**src/rtl/des_pkg.sv**
```systemverilog
// rtl/des_pkg.sv - shared defaults and pointer sizing for the DES stub player
package des_pkg;

  localparam int DES_DATA_W  = 64;
  localparam int DES_DEPTH   = 16;
  localparam int DES_LATENCY = 1;

  // One extra bit lets a pointer distinguish "empty" from "full"
  function automatic int des_ptr_w(input int depth);
    return $clog2(depth) + 1;
  endfunction

endpackage

```
**src/rtl/des_delay_line.sv**
```systemverilog
// rtl/des_delay_line.sv - LATENCY-1 register stages for a valid flag and its data;
// the top's output register supplies the last stage, so LATENCY=1 is a pass-through.
module des_delay_line #(
  parameter int WIDTH   = 64,
  parameter int LATENCY = 1
) (
  input  logic             clk,
  input  logic             reset,
  input  logic             in_valid,
  input  logic [WIDTH-1:0] in_data,
  output logic             out_valid,
  output logic [WIDTH-1:0] out_data
);

  generate
    if (LATENCY <= 1) begin : g_pass
      logic unused_clk_rst;
      assign unused_clk_rst = clk ^ reset;
      assign out_valid = in_valid;
      assign out_data  = in_data;
    end else begin : g_pipe
      localparam int STAGES = LATENCY - 1;
      logic [STAGES-1:0] vld;
      logic [WIDTH-1:0]  dat [STAGES];

      always_ff @(posedge clk or posedge reset) begin
        if (reset) begin
          vld <= '0;
          for (int i = 0; i < STAGES; i++) dat[i] <= '0;
        end else begin
          vld[0] <= in_valid;
          dat[0] <= in_data;
          for (int i = 1; i < STAGES; i++) begin
            vld[i] <= vld[i-1];
            dat[i] <= dat[i-1];
          end
        end
      end

      assign out_valid = vld[STAGES-1];
      assign out_data  = dat[STAGES-1];
    end
  endgenerate

endmodule

```
**src/rtl/des_stub_player.sv**
```systemverilog
// rtl/des_stub_player.sv - DES stand-in that replays programmed result vectors per load.
// Optional macro DES_STUB_WRAP_EN: replay the stored vectors cyclically instead of exhausting.
module des_stub_player
  import des_pkg::*;
#(
  parameter int DATA_W  = DES_DATA_W,
  parameter int DEPTH   = DES_DEPTH,
  parameter int LATENCY = DES_LATENCY
) (
  input  logic              clk,
  input  logic              reset,
  input  logic              load,
  input  logic [DATA_W-1:0] data_in,
  input  logic [DATA_W-1:0] key_in,
  input  logic              prog_en,
  input  logic [DATA_W-1:0] prog_data,
  output logic [DATA_W-1:0] data_out,
  output logic              valid_out,
  output logic [DATA_W-1:0] tag_out,
  output logic              done,
  output logic              prog_ovf
);

  localparam int PW    = des_ptr_w(DEPTH);
  localparam int IDX_W = PW - 1;
  localparam logic [PW-1:0] DEPTH_P = PW'(DEPTH);

  logic unused_key;
  assign unused_key = ^key_in;

  logic              mat_vld;
  logic [DATA_W-1:0] mat_data;

  des_delay_line #(
    .WIDTH   (DATA_W),
    .LATENCY (LATENCY)
  ) u_delay (
    .clk       (clk),
    .reset     (reset),
    .in_valid  (load),
    .in_data   (data_in),
    .out_valid (mat_vld),
    .out_data  (mat_data)
  );

  logic [DATA_W-1:0] mem [DEPTH];
  logic [PW-1:0]     rd_ptr;
  logic [PW-1:0]     vec_cnt;
  logic [PW-1:0]     rd_nxt;
  logic              serve;
  logic              push_ok;

  // Both decisions use the registered vec_cnt, so a same-cycle push is not yet visible
  assign serve   = mat_vld && !done && (rd_ptr < vec_cnt);
  assign push_ok = prog_en && (vec_cnt < DEPTH_P);

`ifdef DES_STUB_WRAP_EN
  assign rd_nxt = (rd_ptr + PW'(1) == vec_cnt) ? '0 : rd_ptr + PW'(1);
`else
  assign rd_nxt = rd_ptr + PW'(1);
`endif

  // Vector storage is deliberately not reset
  always_ff @(posedge clk) begin
    if (push_ok) mem[vec_cnt[IDX_W-1:0]] <= prog_data;
  end

  always_ff @(posedge clk or posedge reset) begin
    if (reset) begin
      rd_ptr    <= '0;
      vec_cnt   <= '0;
      data_out  <= '0;
      tag_out   <= '0;
      valid_out <= 1'b0;
      done      <= 1'b0;
      prog_ovf  <= 1'b0;
    end else begin
      valid_out <= 1'b0;
      if (serve) begin
        data_out  <= mem[rd_ptr[IDX_W-1:0]];
        tag_out   <= mat_data;
        valid_out <= 1'b1;
        rd_ptr    <= rd_nxt;
      end else if (mat_vld) begin
        done <= 1'b1;
      end
      if (push_ok) begin
        vec_cnt <= vec_cnt + PW'(1);
      end else if (prog_en) begin
        prog_ovf <= 1'b1;
      end
    end
  end

endmodule

```
**config.mk**
```make
export PLATFORM = sky130hd
export DESIGN_NAME = des_stub_player
export DESIGN_NICKNAME = d
export VERILOG_FILES = /design/src/rtl/des_pkg.sv /design/src/rtl/des_delay_line.sv /design/src/rtl/des_stub_player.sv
export SDC_FILE = /design/constraint.sdc
export NUM_CORES = 1
export LEC_CHECK = 0
export CAP_MARGIN = 20
export CORE_MARGIN = 2
export CORE_UTILIZATION = 53
export CTS_CLUSTER_DIAMETER = 120
export DETAILED_ROUTE_END_ITERATION = 7
export PLACE_DENSITY = 0.76
export SLEW_MARGIN = 0
export SYNTH_ARGS = -nofsm -noshare
export SYNTH_HDL_FRONTEND = slang
export SYNTH_SLANG_ARGS = --single-unit
```
**constraint.sdc**
```tcl
create_clock -name clk -period 5.5 [get_ports clk]
set_input_delay 1.1 -clock clk [delete_from_list [all_inputs] [get_ports clk]]
set_output_delay 1.1 -clock clk [all_outputs]
set_load 0.01 [all_outputs]
```
==> metrics.md, run 1 <==
| Metric | Value |
|---|---|
| Status | finished clean |
| Peak Freq | 0.276 GHz |
| Largest net degree at the start of global routing | 140 |
| Buf+Inv Stages, Crit Path | 2 |
| Slowest stage cell, crit path | dfrtp_4 |
| NetSw | 6.79 mW |
| Synth top area share | 69.5% |
| DP HPWL | 49,100 um |
| Tightest Pin Transition | 1.01 ns |
| Vias | 21,900 |
| Flop pwr share | 43.9% |
| CP max stage delay | 0.78 ns |
| Starting Density | 53.7% |
| Max clock buf depth | 3 |
| Tcrit/Tclk final | 65.8% |
| Resize count post-CTS | 0 |
| Hold buffers post-CTS | 0 |
| Synth top area cells | edfxtp_1, mux4_2, dfrtp_1 |
| Reg2reg setup slack | 1.88 ns |
| DRC errors left | 0 |
| Most instantiated cells after synthesis | edfxtp_1, mux4_2, nand2_1 |
| Max-cap viol count | 0 |
| Rows | 105 |
| H-tree depth | 3 |
| Area growth syn-to-layout | 17.7% |
| Clk pwr share | 31.3% |
| Slew Limit Fails | 0 |
| Clock transition at path regs | 0.06 ns |
| Leak | 17.1 nW |
| Net Sw Frac | 27.6% |
| Synthesized netlist cell count | 2,135 |
| Aggregate global-route resource usage | 22.8% |
| Clock sink total | 1,165 |
| Worst Setup Path Type | reg -> reg |
| Antenna-violating nets left | 0 |
| Routing usage on met1 | 29.9% |
| Synth area leader | edfxtp_1 |
| CTS tree | done |
| Post-route minimum period | 3.62 ns |
| RSZ-0062 raised after global routing | no |
| Ys flop type | edfxtp_1 |
| Hold EP | tag_out[21]$_DFFE_PP0P_ |
| WP data required | 6.04 ns |
| Grt total ovfl | 0 |
| Worst hold path type | reg -> reg |
| Mapped Area | 44,300 sq um |
| Pwr Density | 473 nW/um^2 |
| CP arrival | 4.16 ns |
| Mapped Nets | 2,340 |
| Die height | 293 um |
| WL final | 97,300 um |
| Crit end category | flop |
| WL/cell | 27.1 um |
| Hold Crit Start | tag_out[21]$_DFFE_PP0P_ |
| Seq cells post-synth | 1,165 |
| CP startpoint | rd_ptr[3]$_DFFE_PP0P_ |
| Synth unique cells | 28 |
| Nets | 2,629 |
| Setup crit start kind | flop |
| VDD IR max | 0.386 mV |
| Gr busiest metal | met2 |
| Post-synthesis sequential area ratio | 77.5% |
| Met3 Track Usage GR | 4.86% |
| Final TNS setup | 0 ns |
| Worst-path fanout max | 83 |
| Syn Area/Cell | 20.7 sq um |
| Die Footprint | 85,800 sq um |
| Port Buffer Count | 262 |
| Endpoints failing hold | 0 |
| Total power | 24.6 mW |
| Reg2reg start | rd_ptr[3]$_DFFE_PP0P_ |
| Vias in the first global route | 22,800 |
| Final Skew | 0.0219 ns |
| Root Buffer | clkbuf_16 |
| First-pass GRT wire length | 144,000 um |
| Number of synthesized flops with an enable pin | 1,024 |
| 1st-iter DRT viols | 2,275 |
| Worst skew pair latency | 0.68 ns |
| DIE WIDTH | 293 um |
| DRT Pass-1 Iters | 7 |
| Yosys warnings | 0 |
| Cts bufs inserted | 110 |
| Io pins | 327 |
| # Post-CTS Setup Buffers | 0 |
| Ys async rst share | 12.1% |
| Worst reg2reg path depth | 8 |
| Share of cells above drive strength 1 | 19.6% |
| Cell family with most CP delay | buffers and inverters |
| Met2 Usage GRT | 38.4% |
| CP cell instances | ha_1, or4b_1, o21ai_1, nor2_4, inv_6, buf_12, nor2_1, a311oi_1 |
| Count leader, synth | edfxtp_1 |
| Logic pwr share | 24.8% |
| Power Internal | 17.8 mW |
| Initial antenna violation count | 11 |
| Setup violators final | 0 |
| RR Endpoint | data_out[28]$_DFFE_PP0P_ |
| Hold depth | 2 |
| Final core occ | 63.2% |
| Rel. slew slack | 32.4% |
| Core Area | 82,400 sq um |
| RePlAce Congestion | 0.845 |
| Vias per Instance | 6.09 |
[layout by cell type, fill, tap and decap left out, types with 12 or more instances in the layout]
cell type        instances
dfrtp_1                137
clkinv_2                13
clkbuf_16              110
buf_12                  19
clkbuf_1                26
mux2i_1                 64
clkdlybuf4s50_1        262
edfxtp_1              1024
bufinv_16               12
clkbuf_8                13
buf_4                   27
mux4_2                 256
clkinv_1                14
a311oi_1                64
a2111oi_0               64
nor2b_1                 66
nor2_1                  64
nor2_4                  13
nand2_1                205
[power by group through the flow]
stage               sequential, mW  combinational, mW  clock, mW
global placement              11.0               5.98          0
CTS                           10.8               6.18       7.83
floorplan                     10.8               4.09          0
detailed placement            11.0               6.12          0
global route                  10.9               6.56       8.16
finish                        10.8               6.12       7.70
[cell families after synthesis]
kind of cell    count (synthesis)  synth area share (%)
buf+inv                       138                  1.50
simple gates                  358                  3.48
xor+xnor                        7                 0.139
compound gates                138                  2.68
flops                        1165                  77.5
fa+ha+maj                       9                 0.254
mux                           320                  14.5
[cell type report]
class | instances | area, sq um
clock buffers | 149 | 3030
fillers | 5276 | 30300
clock inverters | 59 | 722
inverters | 7 | 36.3
diodes | 4 | 10.0
flip-flops and latches | 1165 | 34300
multi-input cells | 832 | 9450
well taps | 1070 | 1340
repair buffers | 308 | 3210
[worst register-to-register path: stages (launching register included)]
cell and delay, ns:
dfrtp_4 0.78, ha_1 0.37, or4b_1 0.54, o21ai_1 0.26, nor2_4 0.09, inv_6 0.60, buf_12 0.43, nor2_1 0.14
a311oi_1 0.29
[flip-flops by register name (all words and copies together), names as in the netlist]
register	flops
mem	1024
data_out	64
tag_out	64
rd_ptr	5
vec_cnt	5
done	1
prog_ovf	1
valid_out	1
[stage by stage]
stage	area (sq um)	instances	hold WS, ns	worst slack [ns]
2_1_floorplan	44300	2135	0.452	0.619
3_3_place_gp	48300	3382	0.454	1.51
3_5_place_dp	48300	3382	0.454	1.48
4_1_cts	52100	3590	0.479	1.96
5_1_grt	52100	3593	0.491	1.69
6_report	52100	3594	0.473	1.88
[how the worst max path moves through the flow]
stage                          endpoint  slack (ns)  cells past startpoint
6_report       data_out[28]$_DFFE_PP0P_        1.88                      8
5_1_grt        data_out[28]$_DFFE_PP0P_        1.69                      9
4_1_cts        data_out[28]$_DFFE_PP0P_        1.96                      9
3_5_place_dp       mem[1][40]$_DFFE_PP_        1.48                      5
3_3_place_gp       mem[4][19]$_DFFE_PP_        1.51                      5
2_1_floorplan   data_out[0]$_DFFE_PP0P_        0.62                      1
[per-layer routing]
layer  wire [um]  vias to the layer above
met3        8250                      149
met4        2300                       14
met1       37300                    11400
met2       49300                     1049
met5          94                        -
li1            -                     9301
(Power assumes the default switching activity.)
==> inputs of run 2 (changes only) <==
clock period = 3.3 ns   (was 5.5 ns; I/O delays follow)
==> run 2 against run 1 <==
- register-to-register slack got worse by 1.7 ns
- setup slack got worse by 1.7 ns
- clock skew rose by 0.0044 ns
- total power rose by 68%
- non-clock buffer count rose by 35
- first-iteration DRC count fell by 9.0%
- final area rose by 1.4%
- worst hold slack improved by 0.0034 ns
- clock power rose by 71%
- die area did not move
- cell count rose by 1.0%
- combinational power rose by 76%
- largest power group unchanged
==> metrics.md, run 2 (same netlist as run 1, synthesis figures left out) <==
| Metric | Value |
|---|---|
| DP HPWL | 51,800 um (+5.5%) |
| H-tree depth | 3 (unchanged) |
| Vias per Instance | 6.07 (-0.41%) |
| Worst Setup Path Type | reg -> reg |
| Hold buffers post-CTS | 0 (unchanged) |
| Io pins | 327 (unchanged) |
| Post-route minimum period | 3.15 ns (-0.470 ns) |
| Clock transition at path regs | 0.06 ns (about the same) |
| Max-cap viol count | 0 (unchanged) |
| Worst setup margin | 0.150 ns (-1.73 ns) |
| Total power | 41.5 mW (+68%) |
| Tcrit/Tclk final | 95.4% (+30 points) |
| Pwr Density | 785 nW/um^2 (+66%) |
| Nets | 2,666 (+1.4%) |
| Crit end category | flop |
| Die height | 293 um (unchanged) |
| Grt total ovfl | 0 (unchanged) |
| Vias in the first global route | 23,200 (+1.8%) |
| Slew Limit Fails | 0 (unchanged) |
| Aggregate global-route resource usage | 23.0% (+0.20 points) |
| Resize count post-CTS | 0 (unchanged) |
| DRT Pass-1 Iters | 5 (-2) |
| Area growth syn-to-layout | 19.3% |
| Clock sink total | 1,165 (unchanged) |
| Max clock buf depth | 3 (unchanged) |
| WL final | 97,100 um (-0.20%) |
| CP arrival | 3.64 ns (-0.52 ns) |
| Antenna-violating nets left | 0 (unchanged) |
| Worst-path fanout max | 22 (-73%) |
| Worst hold path type | reg -> reg |
| Core Area | 82,400 sq um (unchanged) |
| Fill cell total of the finished layout | 5,235 (-0.78%) |
| Reg2reg setup slack | 0.15 ns (-1.73 ns) |
| DIE WIDTH | 293 um (unchanged) |
| Buf+Inv Stages, Crit Path | 2 (unchanged) |
| Cts bufs inserted | 112 (+1.8%) |
| RePlAce Congestion | 0.823 (-2.6%) |
| Starting Density | 53.7% (unchanged) |
| Commonest non-fill, non-tap cells in the layout | edfxtp_1, clkdlybuf4s50_1, mux4_2, nand2_1, dfrtp_1 |
| CTS tree | done |
| VDD IR max | 0.749 mV (+94%) |
| Leak | 17.4 nW (+2.0%) |
| CP max stage delay | 0.65 ns (-0.13 ns) |
| Largest register FFs | 1,024 (unchanged) |
| RR Endpoint | data_out[34]$_DFFE_PP0P_ |
| Reg2reg start | rd_ptr[3]$_DFFE_PP0P_ |
| Crit path top cell by count | buf_4 |
| Rel. slew slack | 34.4% (+2.0 points) |
| # Post-CTS Setup Buffers | 0 (unchanged) |
| 1st-iter DRT viols | 2,070 (-9.0%) |
| Hold Crit Start | tag_out[20]$_DFFE_PP0P_ |
| Cell family with most CP delay | compound AO/OA/AOI/OAI gates |
| Post-Place Worst Slack | -0.0545 ns (-1.54 ns) |
| CP cell instances | ha_1, or4b_1, o21ai_1, nor2_4, buf_4, a2111oi_0, buf_4, a311oi_1 |
| Port Buffer Count | 262 (unchanged) |
| Slowest stage cell, crit path | a2111oi_0 |
| Final Skew | 0.0263 ns (+0.00445 ns) |
| Endpoints failing hold | 0 (unchanged) |
| Rows | 105 (unchanged) |
| Share of cells above drive strength 1 | 20.7% (+1.1 points) |
| Setup crit start kind | flop |
| WL/cell | 26.7 um (-1.2%) |
| Root Buffer | clkbuf_16 |
| Peak Freq | 0.317 GHz (+15%) |
| Status | finished clean |
| Die Footprint | 85,800 sq um (unchanged) |
| Commonest non-fill, non-tap cell in the layout | edfxtp_1 |
| Hold EP | tag_out[20]$_DFFE_PP0P_ |
| First-pass GRT wire length | 146,000 um (+1.4%) |
| Worst skew pair latency | 0.68 ns (about the same) |
| Tightest Pin Transition | 0.981 ns (-0.0323 ns) |
| Hold depth | 2 (unchanged) |
| RSZ-0062 raised after global routing | no |
| Vias | 22,000 (+0.61%) |
| Initial antenna violation count | 6 (-5) |
| DRC errors left | 0 (unchanged) |
| Largest net degree at the start of global routing | 138 (-1.4%) |
| Worst reg2reg path depth | 8 (unchanged) |
| Setup violators final | 0 (unchanged) |
| WP data required | 3.79 ns (-2.25 ns) |
-- run 2: cell count changes in the layout (fill, tap and decap cells not counted), sizes merged --
cell / delta
buf: +35
clkbuf: +6
bufinv: +5
clkinv: -4
clkinvlp: -3
diode: -2
-- run 2: routing by layer --
layer	up-vias	routed length, um	track usage (%)
li1	9378	-	-
met1	11500	37700	30.5
met3	166	7720	4.46
met2	979	49300	39.0
met5	-	68	0
met4	10	2310	6.80
-- run 2: how the worst max path moves through the flow --
stage,to,start,slack [ns],depth (start not counted)
floorplan,mem[15][0]$_DFFE_PP_,prog_en,-1.10,4
global placement,data_out[34]$_DFFE_PP0P_,load,-0.007,8
detailed placement,data_out[34]$_DFFE_PP0P_,load,-0.05,8
CTS,data_out[34]$_DFFE_PP0P_,rd_ptr[3]$_DFFE_PP0P_,0.21,8
global route,data_out[34]$_DFFE_PP0P_,rd_ptr[3]$_DFFE_PP0P_,0.13,8
finish,data_out[34]$_DFFE_PP0P_,rd_ptr[3]$_DFFE_PP0P_,0.15,8
-- run 2: final cells by class --
cell class	instances	area [sq um]	area share, %
Sequential cell	1165	34300	64.9
Clock inverter	57	782	1.48
Antenna cell	2	5.00	0.00948
Timing Repair Buffer	343	3820	7.23
Tap cell	1070	1340	2.54
Inverter	7	35.0	0.0663
Clock buffer	155	3080	5.84
Multi-Input combinational cell	832	9450	17.9
-- run 2: per-stage QoR --
| stage | cells | hold slack [ns] | instance area, sq um | util, % | TNS, ns |
|---|---|---|---|---|---|
| after floorplan | 2135 | 0.452 | 44300 | - | -955.00 |
| after global placement | 3417 | 0.450 | 48900 | 59.4 | -0.00695 |
| after detailed placement | 3417 | 0.464 | 48900 | 59.4 | -0.105 |
| after CTS | 3629 | 0.477 | 52800 | 64.1 | 0 |
| after global routing | 3630 | 0.491 | 52800 | 64.1 | 0 |
| final | 3631 | 0.477 | 52800 | 64.1 | 0 |
-- run 2: worst min-delay path: cells and delay by family, from the launching register on --
kind             cells  cell delay, ns
flip-flops           1            0.34
AND/OR/NAND/NOR      2            0.11
-- run 2: power by group --
| group | internal (mW) | total [mW] | switching (mW) |
|---|---|---|---|
| registers | 16.9 | 17.5 | 0.578 |
| logic | 5.51 | 10.8 | 5.30 |
| clock network | 7.89 | 13.2 | 5.30 |
